**config.mk**
```make
export PLATFORM = sky130hd
export DESIGN_NAME = genius_seq_player
export DESIGN_NICKNAME = d
export VERILOG_FILES = /design/src/rtl/genius_pkg.sv /design/src/rtl/genius_lfsr.sv /design/src/rtl/genius_seq_player.sv
export SDC_FILE = /design/constraint.sdc
export NUM_CORES = 1
export LEC_CHECK = 0
export ABC_AREA = 1
export CORE_ASPECT_RATIO = 0.75
export CORE_UTILIZATION = 40
export DETAILED_ROUTE_END_ITERATION = 10
export SLEW_MARGIN = 20
export SYNTH_ARGS = -nofsm -noshare
export SYNTH_HDL_FRONTEND = slang
export SYNTH_SLANG_ARGS = --single-unit
```
**constraint.sdc**
```tcl
create_clock -name clk -period 1.5 [get_ports clk]
set_input_delay 0.225 -clock clk [delete_from_list [all_inputs] [get_ports clk]]
set_output_delay 0.225 -clock clk [all_outputs]
set_load 0.02 [all_outputs]
```
**src/rtl/genius_pkg.sv**
```systemverilog
// Shared types and helpers for the Genius (Simon) game blocks.
package genius_pkg;

  localparam int COLOR_W = 2;
  localparam int IDX_W   = 4;

  localparam logic [COLOR_W-1:0] GREEN  = 2'd0;
  localparam logic [COLOR_W-1:0] RED    = 2'd1;
  localparam logic [COLOR_W-1:0] YELLOW = 2'd2;
  localparam logic [COLOR_W-1:0] BLUE   = 2'd3;

  typedef enum logic [1:0] {
    IDLE = 2'd0,
    ON   = 2'd1,
    OFF  = 2'd2,
    DONE = 2'd3
  } state_e;

  // Colour code to one-hot lamp vector (bit0 green .. bit3 blue).
  function automatic logic [3:0] color_onehot(input logic [COLOR_W-1:0] c);
    return 4'b0001 << c;
  endfunction

endpackage

```
**src/rtl/genius_lfsr.sv**
```systemverilog
// Free-running 8-bit Fibonacci LFSR, polynomial x^8+x^6+x^5+x^4+1.
module genius_lfsr #(
  parameter logic [7:0] SEED = 8'hA5
) (
  input  logic       clk,
  input  logic       R,
  output logic [7:0] state
);

  logic [7:0] lfsr_q;
  logic [7:0] lfsr_d;

  // Shift left, feeding back the XOR of taps 8, 6, 5 and 4.
  always_comb begin
    lfsr_d = {lfsr_q[6:0], lfsr_q[7] ^ lfsr_q[5] ^ lfsr_q[4] ^ lfsr_q[3]};
  end

  // LFSR register; advances every cycle out of reset.
  // NOTE: clocked state uses non-blocking assignments so every flop samples pre-edge values.
  always_ff @(posedge clk or negedge R) begin
    if (!R) lfsr_q <= SEED;
    else    lfsr_q <= lfsr_d;
  end

  assign state = lfsr_q;

endmodule

```
**src/rtl/genius_seq_player.sv**
```systemverilog
// Genius sequence player: appends one colour per round and plays the
// first N+1 stored colours on the LEDs with fixed on/off timing.
// Build option: GENIUS_FIXED_SEQ_EN appends colour N mod 4 instead of
// the LFSR colour, for deterministic bring-up.
module genius_seq_player
  import genius_pkg::*;
#(
  parameter int         SEQ_MAX   = 16,
  parameter int         ON_CYC    = 4,
  parameter int         OFF_CYC   = 2,
  parameter logic [7:0] LFSR_SEED = 8'hA5
) (
  input  logic               clk,
  input  logic               R,
  input  logic               start,
  input  logic [IDX_W-1:0]   round,
  output logic [3:0]         led,
  output logic               busy,
  output logic               done,
  input  logic [IDX_W-1:0]   chk_idx,
  output logic [COLOR_W-1:0] chk_color
);

  localparam int TMR_MAX = ((ON_CYC > OFF_CYC) ? ON_CYC : OFF_CYC) - 1;
  localparam int TMR_W   = (TMR_MAX > 0) ? $clog2(TMR_MAX + 1) : 1;
  localparam logic [TMR_W-1:0] ON_LAST  = TMR_W'(ON_CYC - 1);
  localparam logic [TMR_W-1:0] OFF_LAST = TMR_W'(OFF_CYC - 1);

  state_e             state_q, state_d;
  logic [IDX_W-1:0]   n_q, n_d;
  logic [IDX_W-1:0]   idx_q, idx_d;
  logic [IDX_W-1:0]   idx_inc;
  logic [TMR_W-1:0]   timer_q, timer_d;
  logic [3:0]         led_q, led_d;
  logic [COLOR_W-1:0] mem_q [SEQ_MAX];
  logic               wr_en;
  logic [COLOR_W-1:0] new_color;
  logic [7:0]         lfsr_state;
  logic               unused_lfsr;

  genius_lfsr #(.SEED(LFSR_SEED)) u_lfsr (
    .clk   (clk),
    .R     (R),
    .state (lfsr_state)
  );

`ifdef GENIUS_FIXED_SEQ_EN
  assign new_color   = round[COLOR_W-1:0];
  assign unused_lfsr = ^lfsr_state;
`else
  assign new_color   = lfsr_state[COLOR_W-1:0];
  assign unused_lfsr = ^lfsr_state[7:COLOR_W];
`endif

  assign idx_inc = idx_q + 1'b1;

  // Next-state logic; led_d is computed for the coming state so the lamp register is glitch-free.
  // NOTE: every output of this block gets a default first, so no path can infer a latch.
  always_comb begin
    state_d = state_q;
    n_d     = n_q;
    idx_d   = idx_q;
    timer_d = timer_q;
    led_d   = '0;
    wr_en   = 1'b0;
    case (state_q)
      IDLE: begin
        if (start) begin
          n_d     = round;
          idx_d   = '0;
          timer_d = '0;
          wr_en   = 1'b1;
          state_d = ON;
          // For N=0 the first colour is the one being written at this edge.
          led_d   = color_onehot((round == '0) ? new_color : mem_q[0]);
        end
      end
      ON: begin
        if (timer_q == ON_LAST) begin
          timer_d = '0;
          state_d = OFF;
        end else begin
          timer_d = timer_q + 1'b1;
          led_d   = color_onehot(mem_q[idx_q]);
        end
      end
      OFF: begin
        if (timer_q == OFF_LAST) begin
          timer_d = '0;
          if (idx_q == n_q) begin
            state_d = DONE;
          end else begin
            idx_d   = idx_inc;
            state_d = ON;
            led_d   = color_onehot(mem_q[idx_inc]);
          end
        end else begin
          timer_d = timer_q + 1'b1;
        end
      end
      DONE:    state_d = IDLE;
      default: state_d = IDLE;
    endcase
  end

  // Control registers and registered lamp output.
  always_ff @(posedge clk or negedge R) begin
    if (!R) begin
      state_q <= IDLE;
      n_q     <= '0;
      idx_q   <= '0;
      timer_q <= '0;
      led_q   <= '0;
    end else begin
      state_q <= state_d;
      n_q     <= n_d;
      idx_q   <= idx_d;
      timer_q <= timer_d;
      led_q   <= led_d;
    end
  end

  // Colour sequence storage, appended at mem[N] when a round is accepted.
  // NOTE: the sequence must read as all-zero after reset, so this array is reset flops, not a RAM macro.
  always_ff @(posedge clk or negedge R) begin
    if (!R) begin
      mem_q <= '{default: '0};
    end else if (wr_en) begin
      mem_q[round] <= new_color;
    end
  end

  assign led       = led_q;
  assign busy      = (state_q != IDLE);
  assign done      = (state_q == DONE);
  assign chk_color = mem_q[chk_idx];

endmodule

```
# Yosys cells after proc, flatten, opt, wreduce, memory -nomap -nowiden
# Cells that the tools add are included.
dict set report totals {
  reg_bits 56
  out_inout_bits 8
  word_cells 92
}
dict set report classes {
  n_addsub 2
  magnitude_cmp 5
  n_eq_ne 10
  shifts 3
  muxes 33
  n_bitwise 7
  reduce_logical 10
}
# cell count
set op_table {}
lappend op_table {{32-bit bitwise mux} 1}
lappend op_table {{2-bit two-way mux} 15}
lappend op_table {{4-bit two-way mux} 7}
lappend op_table {{2-bit binary-select mux with 4-bit select} 3}
lappend op_table {{5-bit >= comparator, second input constant} 4}
lappend op_table {{4-bit inverter with 5-bit output} 4}
lappend op_table {{4-bit one-hot mux with 3 select lines} 1}
lappend op_table {{1-bit by 2-bit left shift with 4-bit output, first input constant} 3}
lappend op_table {{2-bit demux with 4-bit select} 1}
lappend op_table {{2-bit inequality test, second input constant} 4}
lappend op_table {{2-bit one-hot mux with 4 select lines} 1}
lappend op_table {{4-bit one-hot mux with 2 select lines} 1}
lappend op_table {{2-bit == test, second input constant} 3}
lappend op_table {{2-bit one-hot mux with 3 select lines} 1}
lappend op_table {{5-bit by 1-bit < comparator with 1-bit output, second input constant} 1}
lappend op_table {{4-bit by 1-bit adder with 4-bit output, second input constant} 1}
lappend op_table {{2-bit by 1-bit == test with 1-bit output, second input constant} 2}
lappend op_table {{4-bit == test} 1}
lappend op_table {{4-bit zero test} 1}
lappend op_table {{2-bit AND reduction} 2}
lappend op_table {{4-bit AND reduction} 1}
lappend op_table {{2-bit nonzero test} 2}
lappend op_table {{3-bit AND reduction} 1}
lappend op_table {{3-bit nonzero test} 1}
lappend op_table {{5 further kinds} 8}

# Depth between registers and ports, before layout
dict set report logic_depth {
  depth_word 9
  mapped_depth 13
  ltp_nobuf 11
}

# Modules after synthesis
# A second synthesis with hierarchy kept.
dict set report hier_totals {
  cells_unflattened 526
  area_unflattened_um2 3689.8
}
# module n_inst cells_each area_each_um2 seq_area_each_um2
set by_module_without_submodules {}
lappend by_module_without_submodules {genius_seq_player 1 494 3360.7 1201.2}
lappend by_module_without_submodules {genius_lfsr 1 32 329.1 205.2}

# Least setup slack after synthesis
# OpenSTA, ideal clock, no wires.
dict set report synth_timing {
  kind {reg-to-reg}
  start {reg idx_q[1]}
  end {reg led_q[1] (netlist: led[1])}
  setup_time_ps 113
  arrival_time_ps 1530
  path_slack_ps -142
  stages_incl_launch_ff 12
  n_path_buf 1
  synth_period_minus_slack_ps 1642
  path_cell_list {dfrtp_1 ha_1 buf_4 clkinv_1 o211ai_1 nand3_1 nand3_2 nand2_2 nand3_1 nand3_1 nand2_1 inv_1}
}
dict set report synth_between {
  elab_chain_cells 9
}
# element line_no
set synth_lines {}
lappend synth_lines {{from (decl)} genius_seq_player.sv:31} ;# logic [IDX_W-1:0] idx_q, idx_d;
lappend synth_lines {{from (signal assigned)} genius_seq_player.sv:117} ;# idx_q <= idx_d;
lappend synth_lines {{4-bit by 1-bit adder with 4-bit output} genius_seq_player.sv:55} ;# assign idx_inc = idx_q + 1'b1;
lappend synth_lines {{4-bit inverter with 5-bit output (not written as such)} genius_seq_player.sv:95} ;# led_d = color_onehot(mem_q[idx_inc]);
lappend synth_lines {{2-bit binary-select mux with 4-bit select} genius_seq_player.sv:95}
lappend synth_lines {{2-bit two-way mux (not written as such) (2 in a row)} genius_seq_player.sv:95}
lappend synth_lines {{1-bit by 2-bit left shift with 4-bit output} genius_pkg.sv:21} ;# return 4'b0001 << c;
lappend synth_lines {{4-bit two-way mux} genius_seq_player.sv:90} ;# if (idx_q == n_q) begin
lappend synth_lines {{4-bit two-way mux} genius_seq_player.sv:88} ;# if (timer_q == OFF_LAST) begin
lappend synth_lines {{4-bit one-hot mux with 3 select lines *} genius_seq_player.sv:66} ;# case (state_q)
lappend synth_lines {{net led_d[1]} genius_seq_player.sv:34} ;# logic [3:0] led_q, led_d;
lappend synth_lines {{to (signal assigned)} genius_seq_player.sv:119} ;# led_q <= led_d;
lappend synth_lines {{to (decl)} genius_seq_player.sv:34}
# Mark *: on every way through the listed nets, which the timed path passes. The rest lies on a longest branch. The select of a mux whose other input is x is not followed.
# A chain may end at the register's enable or synchronous reset.

# Worst setup path in the final report
dict set report layout_timing {
  start {reg idx_q[0]}
  end {reg led_q[0] (netlist: led[0])}
}
# The elaborated chain is that of the path after synthesis.

==> results.json <==
{
  "netlist.area_leader.share": 0.373,
  "crit_required_ns": 1.68,
  "placed_area_um2": 4360,
  "coreArea_um2": 8450,
  "cts_max_level": 2,
  "power_frac_seq": 0.335,
  "routed_wl_um": 10700,
  "final_nets": 608,
  "start_util": 0.413,
  "io_pins": 19,
  "grt_overflow": 0,
  "cp_max_fo": 8,
  "fmax_mhz": 604,
  "synthArstFlopShare": 1.00,
  "place.gp.congestion": 0.887,
  "synth_adder_area_share": 0.0323,
  "finalCriticalPeriod_ns": 1.66,
  "cts_tree": "yes",
  "num_vias": 3642,
  "wl_per_cell_um": 15.4,
  "synth_ff_type": "dfrtp_1",
  "multi_input_area_um2": 2050,
  "critPathCaptureType": "flop",
  "cts_made_buffers": 5,
  "pre_cts_ws_ns": -0.700,
  "p_leak_nw": 2.51,
  "synth_top_family_by_area": "simple AND/OR/NAND/NOR gates",
  "worst_pin_slew_ns": 0.578,
  "timing.final.ws_setup_ns": -0.155,
  "cts.sinks": 56,
  "firstDrtPassIters": 5,
  "fin_cells": 697,
  "synth_edf_count": 0,
  "die_area_um2": 9110,
  "p_switching_w": 0.00187,
  "ys_seq_elements": 56,
  "yosysSeqAreaShare": 0.403,
  "yosys.area_share.simple": 0.288,
  "yosysWarnings": 0,
  "min_path_type": "reg -> reg",
  "core.rowCount": 29,
  "violations": "negative setup slack",
  "hold_viol_final": 0,
  "p_sw_frac": 0.365,
  "synthTopCellsByArea": "dfrtp_1 (37%), nand2_1 (15%), nand3_1 (9.0%)",
  "grt_setup_unrepaired": "true",
  "drive_gt1_frac": 0.348,
  "drt-initial-drc-count": 235,
  "netlist_instances": 485,
  "numPortBuffers": 18,
  "via_per_inst": 5.23,
  "antenna_found_initial": 0,
  "timing.final.max_slew_violations": 0,
  "antenna_left": 0,
  "hold_ws_ns": 0.360,
  "synth-compound-area-share": 0.138,
  "p_comb_frac": 0.431,
  "power_density_nw_per_um2": 1010,
  "area_growth_syn_to_layout_pct": 45.5,
  "synth_xor_area_frac": 0.0294,
  "grt_pass1_wl_um": 17200,
  "internal-power_w": 0.00325,
  "antenna_cells": 0,
  "die_w_um": 110,
  "outcome": "finished, violations left",
  "synth_common_cells": "nand2_1 (143), inv_1 (63), nand3_1 (63), o21ai_0 (57), dfrtp_1 (52)",
  "placed_cells": 674,
  "grt_max_degree": 29,
  "cp-start-kind": "flop",
  "ys_types": 33,
  "fin_skew_ns": 0.00763,
  "root_buffer": "clkbuf_16",
  "worstPathArrival_ns": 1.84,
  "final_util": 0.600,
  "rrSetupSlack_ns": -0.16,
  "clkTransAtPathRegs_ns": 0.07,
  "clockPowerShare": 0.234,
  "syn_area_per_cell_um2": 7.20,
  "fill_cells": 782,
  "clock_latency_ns": 0.30,
  "design_area_um2": 5080,
  "synth_top_area_cell": "dfrtp_1",
  "synth_most_common_cell": "nand2_1",
  "setup_viol_count_final": 11,
  "peakVddDrop_mv": 0.772,
  "grt_use_total": 0.245,
  "crit_type": "reg -> reg",
  "clockBufferDepth": 2,
  "synthesis.nets": 505,
  "grt_pass1_vias": 3514,
  "hpwl_um": 7660,
  "netlist_area_um2": 3490,
  "fp.dieH_um": 82.9,
  "finalCritPeriodShare": 1.10,
  "maxCapViolCount": 0,
  "synthMuxAreaShare": 0,
  "seq_area_um2": 1410,
  "relSlewSlack": 0.614,
  "remaining_drc_errors": 0
}
-- metal layers --
metal / wire (um) / GRT usage
met1: 5240 / 0.369
met2: 4760 / 0.364
met3: 612 / 0.0479
met4: 133 / 0.0485
met5: 0 / 0
-- per-stage QoR --
stage | total power (W) | TNS (ns)
finish | 0.00512 | -1.10
global route | 0.00546 | -2.24
CTS | 0.00496 | -0.939
detailed placement | 0.00356 | -6.99
global placement | 0.00350 | -6.27
floorplan | 0.00287 | -0.0257
-- registers in the layout (all words and copies together), names as in the netlist --
register,count
mem_q,32
timer_q,2
idx_q,4
led,4
u_lfsr.state,8
state_q,2
n_q,4
-- area by class of cell --
cell class	instances	area share
Timing Repair Buffer	112	0.208
Clock inverter	3	0.00542
Multi-Input combinational cell	344	0.403
Tap cell	108	0.0266
Clock buffer	5	0.0246
Sequential cell	56	0.277
Inverter	69	0.0555
-- logic make-up after synthesis --
logic type / count (synthesis)
fa+ha+maj: 9
compound gates: 90
xor+xnor: 10
flops: 56
buf+inv: 85
simple gates: 235
-- power groups by stage --
| stage | clock [W] | sequential, W | combinational, W |
|---|---|---|---|
| after global placement | 0 | 0.00173 | 0.00178 |
| after detailed placement | 0 | 0.00173 | 0.00183 |
| final | 0.00120 | 0.00172 | 0.00221 |
| after global routing | 0.00128 | 0.00173 | 0.00245 |
| after CTS | 0.00121 | 0.00172 | 0.00203 |
| after floorplan | 0 | 0.00177 | 0.00110 |
-- final timing paths --
| path | from | to | cells after the start |
|---|---|---|---|
| min reg2reg | u_lfsr.state[6] | u_lfsr.state[7] | 0 |
| min in group asynchronous | R | mem_q[23] | 2 |
| max reg2reg | idx_q[0] | led[0] | 9 |
| max | idx_q[0] | led[0] | 9 |
| min | u_lfsr.state[6] | u_lfsr.state[7] | 0 |
| max in group asynchronous | R | u_lfsr.state[7] | 3 |
-- critical path, cell delays in order, from the launching register on --
cell and delay (ns):
dfrtp_2 0.45, ha_4 0.33, buf_12 0.13, o211ai_1 0.12, nand3_1 0.13, nand3_2 0.09, nand2_2 0.11, nor2_1 0.05
nor2_1 0.09, nor2_1 0.05
-- placed cells by master, fill, tap and decap left out, drive strengths merged --
cell,synthesis,layout
a21oi,18,18
clkdlybuf4s50,0,11
nor3,1,1
nand2,147,147
nor2,19,19
clkinv,1,1
and2,1,1
inv,68,70
dlygate4sd2,0,1
bufbuf,0,2
dlygate4sd3,0,1
o211ai,4,4
clkinvlp,0,1
xor2,7,7
o22ai,5,5
o221ai,4,4
a31oi,1,1
o21ai,58,58
nand3,66,66
clkdlybuf4s15,0,1
nand4,1,1
ha,9,9
clkbuf,7,7
buf,9,94
xnor2,3,3
dfstp,4,4
dfrtp,52,52
-- timing repair --
action                                 4_1_cts  5_1_grt
endpoints found under the hold margin       12        0
resized for setup                           87       62
hold buffers                                 1        0
cloned                                       4        1
setup buffers                                2        7
setup endpoints to repair                   43       41
pin swaps                                   20       34
(Power assumes the default switching activity.)
